--- config.mk ---
export PLATFORM = sky130hd
export DESIGN_NAME = button_bank
export DESIGN_NICKNAME = d
export VERILOG_FILES = /design/src/rtl/button_bank.sv
export SDC_FILE = /design/constraint.sdc
export NUM_CORES = 1
export LEC_CHECK = 0
export CORE_UTILIZATION = 55
export DETAILED_ROUTE_END_ITERATION = 8
export PLACE_DENSITY = 0.82
export SETUP_SLACK_MARGIN = 0.3
export SYNTH_ARGS = -nofsm -noshare
export SYNTH_HDL_FRONTEND = slang
export SYNTH_HIERARCHICAL = 1
export SYNTH_SLANG_ARGS = --single-unit
--- constraint.sdc ---
create_clock -name clk -period 4.1 [get_ports clk]
set_input_delay 0.41 -clock clk [delete_from_list [all_inputs] [get_ports clk]]
set_output_delay 0.41 -clock clk [all_outputs]
set_load 0.02 [all_outputs]
--- src/rtl/button_bank.sv ---
// Multi-channel push-button conditioner: per-channel synchroniser, debounce,
// press/release pulses, long-press detection and optional auto-repeat.

module button_lane #(
  parameter int DEB_W      = 18,
  parameter int ACTIVE_LOW = 1,
  parameter int LONG_W     = 25,
  parameter int LONG_CYC   = 25_000_000,
  parameter int REP_CYC    = 5_000_000,
  parameter int REPEAT_EN  = 1
) (
  input  logic clk,
  input  logic rst_n,
  input  logic key,
  output logic pressed,
  output logic press,
  output logic release_pulse,
  output logic long_press,
  output logic repeat_pulse,
  output logic long_active
);
  localparam int THRESH = 1 << (DEB_W - 1);
  localparam logic REL_LVL = (ACTIVE_LOW != 0);
  localparam logic [DEB_W-1:0]  THR_M1  = DEB_W'(THRESH - 1);
  localparam logic [LONG_W-1:0] LONG_M1 = LONG_W'(LONG_CYC - 1);
  localparam logic [LONG_W-1:0] REP_M1  = LONG_W'(REP_CYC - 1);

  typedef enum logic [1:0] {IDLE, HELD, REPEAT} state_t;

  logic [2:0]        sync;
  logic              p;
  logic [DEB_W-1:0]  cnt;
  logic              flip, rise, fall;
  state_t            state, state_nxt;
  logic [LONG_W-1:0] timer, timer_nxt;
  logic              long_nxt, rep_nxt;

  // Synchroniser idles at the released level so reset never looks like a press.
  always_ff @(posedge clk or negedge rst_n)
    if (!rst_n) sync <= {3{REL_LVL}};
    else        sync <= {sync[1:0], key};

  assign p    = sync[2] ^ REL_LVL;
  assign flip = (p != pressed) && (cnt == THR_M1);
  assign rise = flip && p;
  assign fall = flip && !p;

  always_ff @(posedge clk or negedge rst_n)
    if (!rst_n) begin
      pressed       <= 1'b0;
      cnt           <= '0;
      press         <= 1'b0;
      release_pulse <= 1'b0;
    end else begin
      press         <= rise;
      release_pulse <= fall;
      if (p == pressed) cnt <= '0;
      else if (flip) begin
        pressed <= p;
        cnt     <= '0;
      end else cnt <= cnt + 1'b1;
    end

  always_ff @(posedge clk or negedge rst_n)
    if (!rst_n) begin
      state        <= IDLE;
      timer        <= '0;
      long_press   <= 1'b0;
      repeat_pulse <= 1'b0;
    end else begin
      state        <= state_nxt;
      timer        <= timer_nxt;
      long_press   <= long_nxt;
      repeat_pulse <= rep_nxt;
    end

  // A release edge overrides any pulse that would land on the same clock.
  always_comb begin
    state_nxt = state;
    timer_nxt = timer;
    long_nxt  = 1'b0;
    rep_nxt   = 1'b0;
    if (fall) begin
      state_nxt = IDLE;
      timer_nxt = '0;
    end else begin
      case (state)
        IDLE:
          if (rise) begin
            state_nxt = HELD;
            timer_nxt = '0;
          end
        HELD:
          if (timer == LONG_M1) begin
            long_nxt  = 1'b1;
            state_nxt = REPEAT;
            timer_nxt = '0;
          end else timer_nxt = timer + 1'b1;
        REPEAT:
          if (timer == REP_M1) begin
            timer_nxt = '0;
            rep_nxt   = (REPEAT_EN != 0);
          end else timer_nxt = timer + 1'b1;
        default: begin
          state_nxt = IDLE;
          timer_nxt = '0;
        end
      endcase
    end
  end

  always_comb long_active = (state == REPEAT);
endmodule

// release/repeat are language keywords, hence the _pulse suffix on those ports.
module button_bank #(
  parameter int N          = 4,
  parameter int DEB_W      = 18,
  parameter int ACTIVE_LOW = 1,
  parameter int LONG_W     = 25,
  parameter int LONG_CYC   = 25_000_000,
  parameter int REP_CYC    = 5_000_000,
  parameter int REPEAT_EN  = 1
) (
  input  logic         clk,
  input  logic         rst_n,
  input  logic [N-1:0] key,
  output logic [N-1:0] pressed,
  output logic [N-1:0] press,
  output logic [N-1:0] release_pulse,
  output logic [N-1:0] long_press,
  output logic [N-1:0] repeat_pulse,
  output logic [N-1:0] long_active,
  output logic         any_press
);
  for (genvar i = 0; i < N; i++) begin : g_lane
    button_lane #(
      .DEB_W(DEB_W), .ACTIVE_LOW(ACTIVE_LOW), .LONG_W(LONG_W),
      .LONG_CYC(LONG_CYC), .REP_CYC(REP_CYC), .REPEAT_EN(REPEAT_EN)
    ) u_lane (
      .clk(clk), .rst_n(rst_n), .key(key[i]),
      .pressed(pressed[i]), .press(press[i]), .release_pulse(release_pulse[i]),
      .long_press(long_press[i]), .repeat_pulse(repeat_pulse[i]),
      .long_active(long_active[i])
    );
  end

  assign any_press = |press;
endmodule

== Word-level counts from Yosys, hierarchy flattened ==
Index checks and enable logic that the tools add are counted.

* Flip-flop bits (word level): 212
* Input port bits: 6
* Output and inout port bits: 25
* Word-level logic and storage cells: 185

* Add/sub/neg operators: 8
* Eq/ne operators: 40
* Muxes and demuxes: 68
* Bitwise operators: 8
* Reduce and logical (&&, ||, !) cells: 25

{| class="wikitable"
|+ Operators by type and width
! kind !! count
|-
| two-way mux 25 bit || 16
|-
| one-hot mux 25 bit (3 select lines) || 4
|-
| two-way mux 18 bit || 8
|-
| adder 25 x 1 -> 25 bit, second input constant || 4
|-
| == test 25 x 23 -> 1 bit, second input constant || 4
|-
| == test 25 bit, second input constant || 4
|-
| adder 18 x 1 -> 18 bit, second input constant || 4
|-
| == test 18 x 17 -> 1 bit, second input constant || 4
|-
| two-way mux 1 bit || 24
|-
| two-way mux 2 bit || 12
|-
| != test 3 x 1 -> 1 bit, second input constant || 8
|-
| one-hot mux 2 bit (3 select lines) || 4
|-
| logical AND 1 bit || 12
|-
| AND reduction 3 bit || 4
|-
| == test 2 x 1 -> 1 bit, second input constant || 4
|-
| == test 2 bit, second input constant || 4
|-
| zero test 2 bit || 4
|-
| != test 2 bit, second input constant || 4
|-
| NOT 1 bit || 8
|-
| AND reduction 2 bit || 4
|-
| == test 1 bit || 4
|-
| != test 1 bit || 4
|-
| OR reduction 4 bit || 1
|}

== Logic depth before layout (Yosys ltp) ==
* Depth in word-level cells: 7
* Gate-level depth with buffers: 9

== By module ==
Netlist, hierarchy kept.

{| class="wikitable"
|+ Modules (own cells, without submodules)
! module !! times used !! cells each !! area each (um^2)
|-
| button_lane (g_lane[1].u_lane ...) || 2 || 294 || 2,740.1
|-
| button_lane (g_lane[0].u_lane) || 1 || 330 || 3,019.1
|-
| button_lane (g_lane[3].u_lane) || 1 || 297 || 2,852.7
|-
| button_bank || 1 || 1 || 7.5
|}

== Worst setup path before layout ==
Ideal clock, no wire load.

* Path kind: reg2reg
* Start point: register g_lane[0].u_lane.timer[15]
* End point: register g_lane[0].u_lane.state[1]
* Arrival: 2,448 ps
* Path slack: 1,531 ps
* Stages on the path, launching flop included: 6
* Period minus slack after synthesis: 2,569 ps
* Path through: dfrtp_1 or4b_1 or4_4 o41a_4 o311a_1 a41o_1

* Cells in the longest elaborated chain, start to end: 3

{| class="wikitable"
|+ Ends and longest elaborated chain
! what !! RTL line !! RTL
|-
| start: declaration || 35 || <nowiki>logic [LONG_W-1:0] timer, timer_nxt;</nowiki>
|-
| start signal: assignment || 72 || <nowiki>timer <= timer_nxt;</nowiki>
|-
| == test 25 bit || 94 || <nowiki>if (timer == LONG_M1) begin</nowiki>
|-
| != test 3 x 1 -> 1 bit (no line) || n/a ||
|-
| AND reduction 3 bit (no line) || n/a ||
|-
| end signal: assignment || 71 || <nowiki>state <= state_nxt;</nowiki>
|-
| end: declaration || 34 || <nowiki>state_t state, state_nxt;</nowiki>
|}

No other way between the ends.
A chain may end at the register's enable or synchronous reset.

== Worst setup path in the final report ==
* Start point: register g_lane[0].u_lane.timer[15]
* End point: register g_lane[0].u_lane.timer[15]

* Cells in the longest elaborated chain, start to end: 4
* Elaborated cells between the ends (all ways): 7
* Classes of those cells: 1 x add/sub; 2 x eq/ne; 4 x mux

{| class="wikitable"
|+ Ends and longest elaborated chain
! what !! RTL line !! RTL
|-
| adder 25 x 1 -> 25 bit, or another cell as far along || 98, 103 ||
|-
| two-way mux 25 bit, on equally long branches || 100, 94 ||
|-
| one-hot mux 25 bit (3 select lines) (*) || 87 || <nowiki>case (state)</nowiki>
|-
| two-way mux 25 bit (*) || 83 || <nowiki>if (fall) begin</nowiki>
|}

Every way passes the cells marked *; elsewhere a longest branch is shown, timed or not.

==> impl_metrics.csv <==
group,metric,value,unit
run_status,status,"complete, but fails checks",
run_status,violations,"negative hold slack",
die,rows,52,
synthesis,synth_cells,1216,
worst_setup_path,slowest_stage,"o31a_1",
power_and_ir_drop,p_per_area,343,mW/mm²
worst_setup_path,crit_family,"compound AO/OA/AOI/OAI gates",
finish,antennaDiodeCount,0,
clocking,cts_root_buf,"clkbuf_16",
sta,setup_viol,0,
clocking,cts-hold-fix-buffers,0,
placement,place.gp.congestion,0.863,
routing,drc,0,
global_routing,grt_pass1_vias,8667,
worst_setup_path,startpoint_type,"register",
clocking,ctsResizeCount,0,
worst_setup_path,cp.depth,5,
power_and_ir_drop,leakagePower,0.00507,µW
finish,drive_gt1_share,8.31,%
die,core_area,0.0202,mm²
synthesis,syn_avg_cell_area,9.34,µm²
global_routing,grt_max_degree,125,
synthesis,synthMuxAreaShare,0.441,%
clocking,clk_pin_slew_worst_paths,0.06,ns
die,die-area,0.0212,mm²
worst_setup_path,reg2regPathDepth,5,
sta,hold_viol_final,4,
worst_setup_path,timing.rr.end,"g_lane[0].u_lane/timer[15]",
worst_setup_path,crit_chain,"or4b_1 -> or4_4 -> o31a_1 -> o21ai_4 -> o211ai_1",
synthesis,synth_area,0.0114,mm²
global_routing,overflow,0,
hold_path,hold_path.class,"in -> async",
synthesis,synth_nets,1246,
synthesis,yosys_warnings,6,
worst_setup_path,cp_data_required_time,4.47,ns
die,die_x,146,µm
routing,routed_wl,23300,µm
worst_setup_path,r2r_slack,1.02,ns
sta,slew_violations,0,
power_and_ir_drop,vdd_drop_max,0.292,mV
worst_setup_path,cp.arrival,3.44,ns
synthesis,synthFlopType,"dfrtp_1",
synthesis,ys_seq_elements,212,
worst_setup_path,reg2reg_from,"g_lane[0].u_lane/timer[15]",
finish,syn2layout_area_growth,11.5,%
die,start_util,56.1,%
synthesis,synth-xor-area-share,5.17,%
worst_setup_path,cpPeakStageDelay,0.60,ns
clocking,clk_latency,0.52,ns
clocking,cts_tree,"done",
synthesis,synth_edf_count,0,
sta,rsz0062_at_grt,"false",
synthesis,synth_cell_type_count,69,
routing,first_pass_iters,6,
sta,finalClockSkew,0.0127,ns
sta,max_clock_freq,325,MHz
global_routing,grt_pass1_wl,40700,µm
worst_setup_path,end_kind,"register",
clocking,cts.sinks,212,
worst_setup_path,critical_path_buf_inv_count,0,
routing,num_vias,9218,
synthesis,synth_top_family_by_area,"simple AND/OR/NAND/NOR gates",
finish,design_area,0.0127,mm²
flow_run,cap_violations,0,
clocking,numCtsBuffers,24,
worst_setup_path,cp_max_fo,21,
placement,dp_hpwl,15000,µm
clocking,cts_buffer_depth,3,
sta,hold_slack,-0.00798,ns
synthesis,synth-compound-area-share,11.0,%
sta,setup_tns,0,ns
finish,fillerInstances,1623,
placement,numPortBuffers,30,
synthesis,yosysSeqAreaShare,46.8,%
synthesis,yosys.area_share.adder,2.64,%
routing,routedWlPerCell,15.3,µm
synthesis,async_flop_share,100,%
sta,period_share,75.0,%
global_routing,antenna_found_initial,0,
die,io_pins,31,
sta,relSlewSlack,39.8,%
placement,place_area,0.0119,mm²
clocking,h-tree-depth,1,
routing,routed_via_density,6.06,
global_routing,track_usage,22.6,%
sta,period_minus_slack,3.08,ns
clocking,cts_setup_buffers,0,
sta,worst_pin_slew,0.902,ns
synthesis,yosys.area_share.simple,30.5,%
worst_setup_path,worstSetupPathType,"reg -> reg",
finish,layout.nets,1264,
routing,final_antenna_net_count,0,
die,die_h,146,µm
routing,drtIter0Drc,738,
kinds of logic (layout without fill, tap and decap cells):
group	count (synthesis)	after routing
compound gates	165	165
xor+xnor	67	67
fa+ha+maj	24	24
buf+inv	89	125
flops	212	212
mux	5	5
simple gates	654	654
cells in the final DEF, fill, tap and decap left out, types with 6 or more instances in the layout:
cell,netlist,routed
dfrtp_1,200,200
nand2_1,180,180
nand3_1,136,136
nor2_1,107,107
inv_1,40,40
nand4_1,39,39
xnor2_1,38,38
o21ai_0,36,36
xor2_1,29,29
clkdlybuf4s50_1,0,29
or4_1,26,26
clkbuf_16,0,25
or3_1,25,25
o211ai_1,25,25
o311ai_0,24,24
ha_1,24,24
and3_1,23,23
nor3_1,20,20
and4_1,17,17
o311ai_1,16,16
o2111ai_1,15,15
dfstp_2,12,12
nor4_1,11,11
buf_4,2,11
or2_2,10,10
and2_1,9,9
a21oi_1,9,9
nor4b_1,7,7
nor3b_1,7,7
clkbuf_8,0,6
worst register-to-register path, stage by stage, from the launching register on:
cell      delay (ns)
dfrtp_1         0.44
or4b_1          0.53
or4_4           0.56
o31a_1          0.60
o21ai_4         0.60
o211ai_1        0.20
worst max path at each step:
stage / slack, ns / end / from
floorplan: 1.53 / g_lane[0].u_lane/state[1] / g_lane[0].u_lane/timer[15]
global placement: 1.15 / g_lane[0].u_lane/timer[20] / g_lane[0].u_lane/timer[15]
detailed placement: 1.06 / g_lane[0].u_lane/timer[15] / g_lane[0].u_lane/timer[15]
CTS: 1.05 / g_lane[0].u_lane/timer[15] / g_lane[0].u_lane/timer[15]
global route: 0.87 / g_lane[0].u_lane/timer[2] / g_lane[0].u_lane/cnt[0]
finish: 1.02 / g_lane[0].u_lane/timer[15] / g_lane[0].u_lane/timer[15]
cell type report:
type / instances / area (µm²) / area share (%)
repair buffers: 41 / 388 / 3.06
well taps: 270 / 338 / 2.67
inverters: 40 / 150 / 1.19
clock inverters: 8 / 75.1 / 0.593
multi-input cells: 915 / 5670 / 44.8
flip-flops and latches: 212 / 5320 / 42.0
clock buffers: 36 / 727 / 5.74
metal layers:
| layer | global-route usage [%] | up-vias | part of all wire [%] |
|---|---|---|---|
| li1 | - | 4501 | - |
| met1 | 31.9 | 4476 | 47 |
| met2 | 36.0 | 193 | 47 |
| met3 | 2.76 | 48 | 3.8 |
| met4 | 8.26 | 0 | 3.0 |
| met5 | 0 | - | 0 |
power by group:
group	internal, µW	switching, µW	total, µW
clock network	1290	848	2140
logic	17.8	59.3	77.1
registers	2110	13.1	2130
synthesized netlist by cell type (24+ instances only):
library cell	instances	area share [%]
ha_1	24	2.6
or3_1	25	1.4
clkbuf_1	24	0.79
nor2_1	107	3.5
o211ai_1	25	1.7
or4_1	26	1.7
dfrtp_1	200	44
xnor2_1	38	2.9
o21ai_0	36	1.6
nand4_1	39	2.1
xor2_1	29	2.2
nand2_1	180	5.9
o311ai_0	24	1.9
inv_1	40	1.3
nand3_1	136	6.0
flip-flops by register name, indices dropped and copies added (netlist names):
name                         count
g_lane.u_lane/timer            100
g_lane.u_lane/repeat_pulse       4
g_lane.u_lane/sync              12
g_lane.u_lane/long_press         4
g_lane.u_lane/cnt               72
g_lane.u_lane/state              8
g_lane.u_lane/release_pulse      4
g_lane.u_lane/pressed            4
g_lane.u_lane/press              4
stage by stage:
| step | cells | worst slack [ns] | power, µW | hold WS, ns | util (%) |
|---|---|---|---|---|---|
| after floorplan | 1216 | 1.53 | 2190 | 0.114 | - |
| after global placement | 1478 | 1.15 | 2240 | 0.346 | 58.6 |
| after detailed placement | 1478 | 1.06 | 2240 | 0.347 | 58.6 |
| after CTS | 1522 | 1.05 | 4390 | 0.0273 | 62.6 |
| after global routing | 1522 | 0.872 | 4490 | 0.0736 | 62.6 |
| final | 1522 | 1.02 | 4340 | -0.00798 | 62.6 |
Note: power is estimated with default switching activity, not from simulation.
